## src/rtl/game_flow_controller.sv

```systemverilog
// Purpose: Frogger game sequencer. Owns game state, lives, score and lane directions, and drives freeze/active/frog-reset controls.
// Latency: every output is registered, so an input event shows up one i_Clk after the edge that samples it.
// Backpressure: none. Inputs are pulses or levels sampled every cycle; optional frog blink in HIT is enabled by macro FROG_BLINK_EN.
module game_flow_controller #(
  parameter int                  C_LIVES         = 3,
  parameter int                  C_RESPAWN_TICKS = 60,
  parameter int                  C_LEVELUP_TICKS = 30,
  parameter int                  C_MAX_SCORE     = 9,
  parameter int                  NUM_BITS        = 4,
  parameter logic [NUM_BITS-1:0] C_REVERSE_INI   = NUM_BITS'(4'b1010)
) (
  input  logic                i_Clk,
  input  logic                i_Rst,
  input  logic                i_Frame_Tick,
  input  logic                i_All_Switch,
  input  logic                i_Has_Collided,
  input  logic                i_Level_Up,
  output logic                o_Game_Active,
  output logic                o_Freeze,
  output logic                o_Frog_Reset,
  output logic [3:0]          o_Score,
  output logic [C_LIVES-1:0]  o_Lives,
  output logic [NUM_BITS-1:0] o_Reverse,
  output logic [2:0]          o_State,
  output logic                o_Game_Won,
  output logic                o_Frog_Visible
);

  typedef enum logic [2:0] {
    IDLE    = 3'd0,
    RUNNING = 3'd1,
    HIT     = 3'd2,
    LEVEL   = 3'd3,
    OVER    = 3'd4
  } state_t;

  // The pause counter is shared by HIT and LEVEL; at least 3 bits so the blink
  // logic can look at its low bits to find every 8th frame tick.
  localparam int MAX_TICKS = (C_RESPAWN_TICKS > C_LEVELUP_TICKS) ? C_RESPAWN_TICKS : C_LEVELUP_TICKS;
  localparam int CNT_W     = ($clog2(MAX_TICKS) < 3) ? 3 : $clog2(MAX_TICKS);

  localparam logic [CNT_W-1:0]   RESPAWN_LAST = CNT_W'(C_RESPAWN_TICKS - 1);
  localparam logic [CNT_W-1:0]   LEVELUP_LAST = CNT_W'(C_LEVELUP_TICKS - 1);
  localparam logic [3:0]         MAX_SCORE    = 4'(C_MAX_SCORE);
  localparam logic [C_LIVES-1:0] LIVES_FULL   = '1;
  localparam logic [C_LIVES-1:0] LAST_LIFE    = C_LIVES'(1);

  state_t               state_q, state_d;
  logic [CNT_W-1:0]     frame_cnt_q, frame_cnt_d;
  logic                 prev_collided_q;
  logic                 collision_evt;
  logic [CNT_W-1:0]     pause_last;
  logic [3:0]           score_inc;
  logic [C_LIVES-1:0]   lives_d;
  logic [3:0]           score_d;
  logic [NUM_BITS-1:0]  reverse_d;
  logic                 won_d;
  logic                 frog_reset_d;
  logic                 visible_d;

  // Next-state and next-output decode; everything holds unless a rule below changes it.
  always_comb begin
    state_d      = state_q;
    frame_cnt_d  = frame_cnt_q;
    lives_d      = o_Lives;
    score_d      = o_Score;
    reverse_d    = o_Reverse;
    won_d        = o_Game_Won;
    frog_reset_d = 1'b0;
    visible_d    = 1'b1;

    collision_evt = i_Has_Collided & ~prev_collided_q;
    pause_last    = (state_q == HIT) ? RESPAWN_LAST : LEVELUP_LAST;
    // Score saturates at 15 even though a sane C_MAX_SCORE ends the game first.
    score_inc     = (o_Score == 4'hF) ? 4'hF : o_Score + 4'd1;

    case (state_q)
      IDLE: begin
        if (i_All_Switch) begin
          state_d      = RUNNING;
          lives_d      = LIVES_FULL;
          score_d      = 4'd0;
          reverse_d    = C_REVERSE_INI;
          won_d        = 1'b0;
          frog_reset_d = 1'b1;
        end
      end
      RUNNING: begin
        // A collision on the same cycle as a level-up takes priority.
        if (collision_evt) begin
          lives_d = o_Lives >> 1;
          if (o_Lives == LAST_LIFE) begin
            state_d = OVER;
            won_d   = 1'b0;
          end else begin
            state_d     = HIT;
            frame_cnt_d = '0;
          end
        end else if (i_Level_Up) begin
          score_d = score_inc;
          if (score_inc == MAX_SCORE) begin
            state_d = OVER;
            won_d   = 1'b1;
          end else begin
            reverse_d   = {o_Reverse[NUM_BITS-2:0], o_Reverse[NUM_BITS-1]};
            state_d     = LEVEL;
            frame_cnt_d = '0;
          end
        end
      end
      HIT, LEVEL: begin
        if (i_Frame_Tick) begin
          if (frame_cnt_q == pause_last) begin
            state_d      = RUNNING;
            frog_reset_d = 1'b1;
          end else begin
            frame_cnt_d = frame_cnt_q + CNT_W'(1);
          end
        end
      end
      OVER: begin
        // Requires the switches to be released before a new game can start.
        if (!i_All_Switch) begin
          state_d = IDLE;
        end
      end
      default: begin
        state_d = IDLE;
      end
    endcase

`ifdef FROG_BLINK_EN
    // Blink only while staying in HIT; entry and exit leave the frog visible.
    if (state_q == HIT && state_d == HIT) begin
      visible_d = o_Frog_Visible;
      if (i_Frame_Tick && frame_cnt_q[2:0] == 3'b111) begin
        visible_d = ~o_Frog_Visible;
      end
    end
`endif
  end

  // State and output registers with synchronous reset.
  always_ff @(posedge i_Clk) begin
    if (i_Rst) begin
      state_q         <= IDLE;
      frame_cnt_q     <= '0;
      prev_collided_q <= 1'b0;
      o_Lives         <= LIVES_FULL;
      o_Score         <= 4'd0;
      o_Reverse       <= C_REVERSE_INI;
      o_Game_Won      <= 1'b0;
      o_Frog_Reset    <= 1'b0;
      o_Frog_Visible  <= 1'b1;
      o_Game_Active   <= 1'b0;
      o_Freeze        <= 1'b1;
      o_State         <= IDLE;
    end else begin
      state_q         <= state_d;
      frame_cnt_q     <= frame_cnt_d;
      prev_collided_q <= i_Has_Collided;
      o_Lives         <= lives_d;
      o_Score         <= score_d;
      o_Reverse       <= reverse_d;
      o_Game_Won      <= won_d;
      o_Frog_Reset    <= frog_reset_d;
      o_Frog_Visible  <= visible_d;
      o_Game_Active   <= (state_d == RUNNING);
      o_Freeze        <= (state_d != RUNNING);
      o_State         <= state_d;
    end
  end

endmodule
```

## config.mk

```make
export PLATFORM = sky130hd
export DESIGN_NAME = game_flow_controller
export DESIGN_NICKNAME = d
export VERILOG_FILES = /design/src/rtl/game_flow_controller.sv
export SDC_FILE = /design/constraint.sdc
export NUM_CORES = 1
export LEC_CHECK = 0
export ABC_AREA = 1
export CAP_MARGIN = 20
export CORE_MARGIN = 2
export CORE_UTILIZATION = 43
export DETAILED_ROUTE_END_ITERATION = 16
export DONT_BUFFER_PORTS = 1
export PLACE_DENSITY = 0.6
export SLEW_MARGIN = 10
export SYNTH_ARGS = -nofsm -noshare
export SYNTH_HDL_FRONTEND = slang
export SYNTH_SLANG_ARGS = --single-unit
```

## constraint.sdc

```tcl
create_clock -name i_Clk -period 3.28 [get_ports i_Clk]
set_clock_uncertainty 0.2 [all_clocks]
set_input_delay 0.492 -clock i_Clk [delete_from_list [all_inputs] [get_ports i_Clk]]
set_output_delay 0.492 -clock i_Clk [all_outputs]
set_load 0.005 [all_outputs]
```

# [Word-level counts from Yosys, hierarchy flattened]
# Cells that the tools add are included.
[classes] add_sub_neg=2 eq_ne=22 mux=40 bitwise=2 n_reduce_logical=9
[op_table] op="$mux W6" n=7
[op_table] op="$mux W4" n=8
[op_table] op="$mux W3" n=10
[op_table] op="$pmux W4 S2" n=2
[op_table] op="$ne A3 B3 Y1 const B" n=5
[op_table] op="$ne A2 B2 Y1 const B" n=7
[op_table] op="$pmux W3 S4" n=1
[op_table] op="$pmux W6 S2" n=1
[op_table] op="$reduce_and A5 Y1" n=2
[op_table] op="$eq A3 B1 Y1 const B" n=3
[op_table] op="$eq A4 B4 Y1 const B" n=2
[op_table] op="$mux W1" n=8
[op_table] op="$add A6 B1 Y6 const B" n=1
[op_table] op="$eq A3 B2 Y1 const B" n=2
[op_table] op="$eq A6 B6 Y1" n=1
[op_table] op="$pmux W3 S2" n=1
[op_table] op="$reduce_and A6 Y1" n=1
[op_table] op="$add A4 B1 Y4 const B" n=1
[op_table] op="$pmux W1 S2" n=2
[op_table] op="$reduce_and A4 Y1" n=1
[op_table] op="$reduce_bool A2 Y1" n=2
[op_table] op="$eq A3 B3 Y1 const B" n=1
[op_table] op="$logic_not A3 Y1" n=1
[op_table] op="$ne A3 B1 Y1 const B" n=1
[op_table] op="other kinds (4)" n=4
[word_totals] reg_bits=25 in_bits=6 word_cells=85

# [Longest topological paths before layout]
[logic_depth] word_depth=8 ltp_mapped=12

# [Worst setup path after synthesis]
# Ideal clock, no wire load.
[synth_path] kind="register to register" startpoint="register o_Score[0]" endpoint="register o_Reverse[1]" setup_ns=0.124 arrival_time_ns=1.443 t_required_ns=2.956 setup_slack_ns=1.513 stages_incl_launch_ff=11 path_buffers=0 path_cell_list="dfxtp_1 -> ha_1 -> inv_1 -> nand2_1 -> nand2_1 -> nor2_2 -> nand3_2 -> nand3_1 -> nand2_1 -> o22ai_1 -> nand2_1"
[synth_between] elab_chain_len=5
[synth_rtl] element="start: declaration" line_no="21" source="output logic [3:0] o_Score,"
[synth_rtl] element="start signal: assignment" line_no="163" source="o_Score <= score_d;"
[synth_rtl] element="$add A4 B1 Y4 or $eq A4 B4 Y1 (tied branches)" line_no="75" source="score_inc = (o_Score == 4'hF) ? 4'hF : o_Score + 4'd1;"
[synth_rtl] element="$mux W4 *" line_no="75"
[synth_rtl] element="$eq A4 B4 Y1 *" line_no="101" source="if (score_inc == MAX_SCORE) begin"
[synth_rtl] element="$ne A2 B2 Y1 (no line) *"
[synth_rtl] element="$reduce_and A5 Y1 (no line) *"
[synth_rtl] element="end signal: assignment" line_no="164" source="o_Reverse <= reverse_d;"
[synth_rtl] element="end: declaration" line_no="23" source="output logic [NUM_BITS-1:0] o_Reverse,"
# Every way passes the cells marked *; elsewhere a longest branch is shown, timed or not.
# A chain may end at the register's enable or synchronous reset.

# [Worst setup path after layout]
# Ends and elaborated chain as after synthesis.

==> results.py <==
metrics = {
    "clock_network": {
        "clock_path_buffers": 2,
        "clkSinkCount": 25,
        "cts-buffers-inserted": 3,
        "clkLatencyLatePin_ns": 0.31,
        "cts.root.buffer_cell": "clkbuf_4",
        "cts_tree": "done",
        "cts_htree_levels": 1,
        "cts_setup_buffers": 0,
        "clkTransAtPathRegs_ns": 0.14,
    },
    "grt": {
        "overflow": 0,
        "grt_max_degree": 15,
        "busiest_layer": "met2",
        "grt_first_pass_wirelength_mm": 4.857,
        "grt_pass1_vias": 1141,
        "grtUsageMet1_pct": 22.61,
        "track_usage_pct": 17.44,
        "use_met3_pct": 3.198,
        "met2_usage_pct": 29.34,
        "antenna_found_initial": 0,
    },
    "finish": {
        "num_antenna_cells": 0,
        "fill_cells": 326,
        "drive_above_1_share_pct": 14.80,
        "nets": 205,
        "layout_commonest_cell": "nand2_1",
        "layout_common_cells": "36 x nand2_1, 25 x dfxtp_1, 23 x nor2_1, 22 x nand3_1, 19 x inv_1",
        "synthToLayoutAreaGrowth_pct": 5.601,
    },
    "route": {
        "drc": 0,
        "wire_per_inst_um": 12.57,
        "wl_mm": 3.017,
        "drtIter0Drc": 77,
        "viasPerCell": 5.204,
        "first_pass_iters": 5,
        "ant_nets": 0,
        "vias": 1249,
    },
    "setup_path": {
        "path_delay_family": "simple AND/OR/NAND/NOR gates",
        "start_kind": "register",
        "crit_buf_inv": 1,
        "crit_chain": "ha_1 > inv_1 > nand2_1 > nand2_1 > nor2_2 > nand3_2 > nand3_1 > nand2_1 > o22ai_1 > nand2_1",
        "arrival_ns": 2.01,
        "critical_path_class": "reg -> reg",
        "slowest_stage": "dfxtp_1",
        "crit_path_frequent_cell": "nand2_1",
        "cp_max_fo": 7,
        "crit_path_end_kind": "register",
        "critPathRequiredTime_ns": 3.29,
        "cpPeakStageDelay_ns": 0.47,
    },
    "yosys": {
        "synth_nets": 202,
        "synthDistinctLibCells": 29,
        "syn_area_um2": 1385,
        "syn_area_per_cell_um2": 7.140,
        "ys_warn_count": 0,
        "ys_seq_elements": 25,
        "syn_inst": 194,
        "ys_seq_area_share_pct": 36.13,
    },
    "floorplan": {
        "core_um2": 3053,
        "dieArea_um2": 3691,
        "num_io_pins": 25,
        "initial_core_util_pct": 45.37,
        "num_rows": 20,
        "die_x_um": 60.76,
        "die_h_um": 60.76,
    },
    "place": {
        "pre_cts_ws_ns": 1.324,
        "gp_congestion": 0.8287,
        "hpwlAfterDp_mm": 2.288,
        "port_buffers": 0,
    },
    "outcome": {
        "status": "completed",
    },
    "timing": {
        "final-setup-viol-count": 0,
        "period_share_pct": 60.86,
        "tns_ns": 0,
        "fmax_ghz": 0.5010,
        "fin_crit_ns": 1.996,
        "drv_slew": 0,
        "rsz0062_at_grt": "false",
        "hold_viol": 0,
        "setup_ws_ns": 1.284,
    },
    "pwr": {
        "power_density_nw_per_um2": 506.7,
        "leakage_uw": 0.0006023,
        "p_total_uw": 741.1,
        "vdd_ir_drop_max_mv": 0.2464,
    },
    "job": {
        "drv_cap": 0,
    },
    "hold_path": {
        "hold_class": "in -> reg",
    },
}
==> state kept, by name, indices dropped and copies added, names as in the netlist <==
register,flops
o_Freeze,1
prev_collided_q,1
o_Score,4
state_q,3
o_Game_Won,1
o_Frog_Reset,1
o_Reverse,4
o_Game_Active,1
o_Lives,3
frame_cnt_q,6
==> Yosys cell counts, drive strengths merged <==
cell	number	area (µm²)
inv	25	93.84
o21ai	10	50.05
nand2	41	181.4
o211ai	1	7.510
dfxtp	25	500.5
conb	1	3.750
a21o	1	7.510
xnor2	1	8.760
nand3b	2	15.01
a31oi	1	6.260
buf	1	7.510
nand3	24	137.6
ha	2	25.02
nand4	1	6.260
nor2	32	181.4
or2	1	8.760
xor2	3	26.28
a21oi	18	97.60
o22ai	2	12.51
clkbuf	2	7.510
==> area by class of cell <==
cell class	instances	area [µm²]	share of cell area, %
multi-input combinational	141	775.7	53.04
sequential	25	500.5	34.22
inverter	25	93.84	6.416
tap	44	55.05	3.764
clock buffer	3	22.52	1.540
timing repair buffer	1	10.01	0.6843
clock inverter	1	5.005	0.3422
==> power breakdown <==
group | internal (µW) | switching (µW)
sequential | 337 | 39.6
clock | 45.6 | 91.7
combinational | 75.4 | 151
==> what timing repair did <==
action                                 CTS  global route
gates resized for setup                  0             0
hold buffers                             0             1
endpoints found under the hold margin    0             9
==> kinds of logic after synthesis <==
group           share of synthesized area [%]
xor+xnor                                2.530
fa+ha+maj                               1.806
simple gates                            38.30
buf+inv                                 7.859
compound gates                          13.10
flops                                   36.13
other cells                            0.2707
==> through the flow <==
stage	utilization, %	std cells	hold slack, ns	cell area, µm²
final	47.91	240	0.02494	1463
after global routing	47.91	240	0.001664	1463
after CTS	47.58	239	0.001782	1453
after detailed placement	46.68	235	0.2694	1425
after global placement	46.68	235	0.2645	1425
after floorplan	-	194	0.2527	1385
==> final timing paths <==
path / start / endpoint / slack, ns / cells after the start
setup / recovery: o_Score[0] / o_Reverse[1] / 1.28 / 10
hold / removal: i_Rst / prev_collided_q / 0.02 / 1
setup reg to reg: o_Score[0] / o_Reverse[1] / 1.28 / 10
hold reg to reg: frame_cnt_q[5] / frame_cnt_q[5] / 0.29 / 2
==> per-layer routing <==
metal	part of all wire, %	up-vias	routed length, µm
li1	-	631	-
met5	0	-	0
met3	5.7	2	172
met2	49	26	1469
met1	45	590	1362
met4	0.43	0	13
No activity file was read; power rests on OpenSTA's default activity.
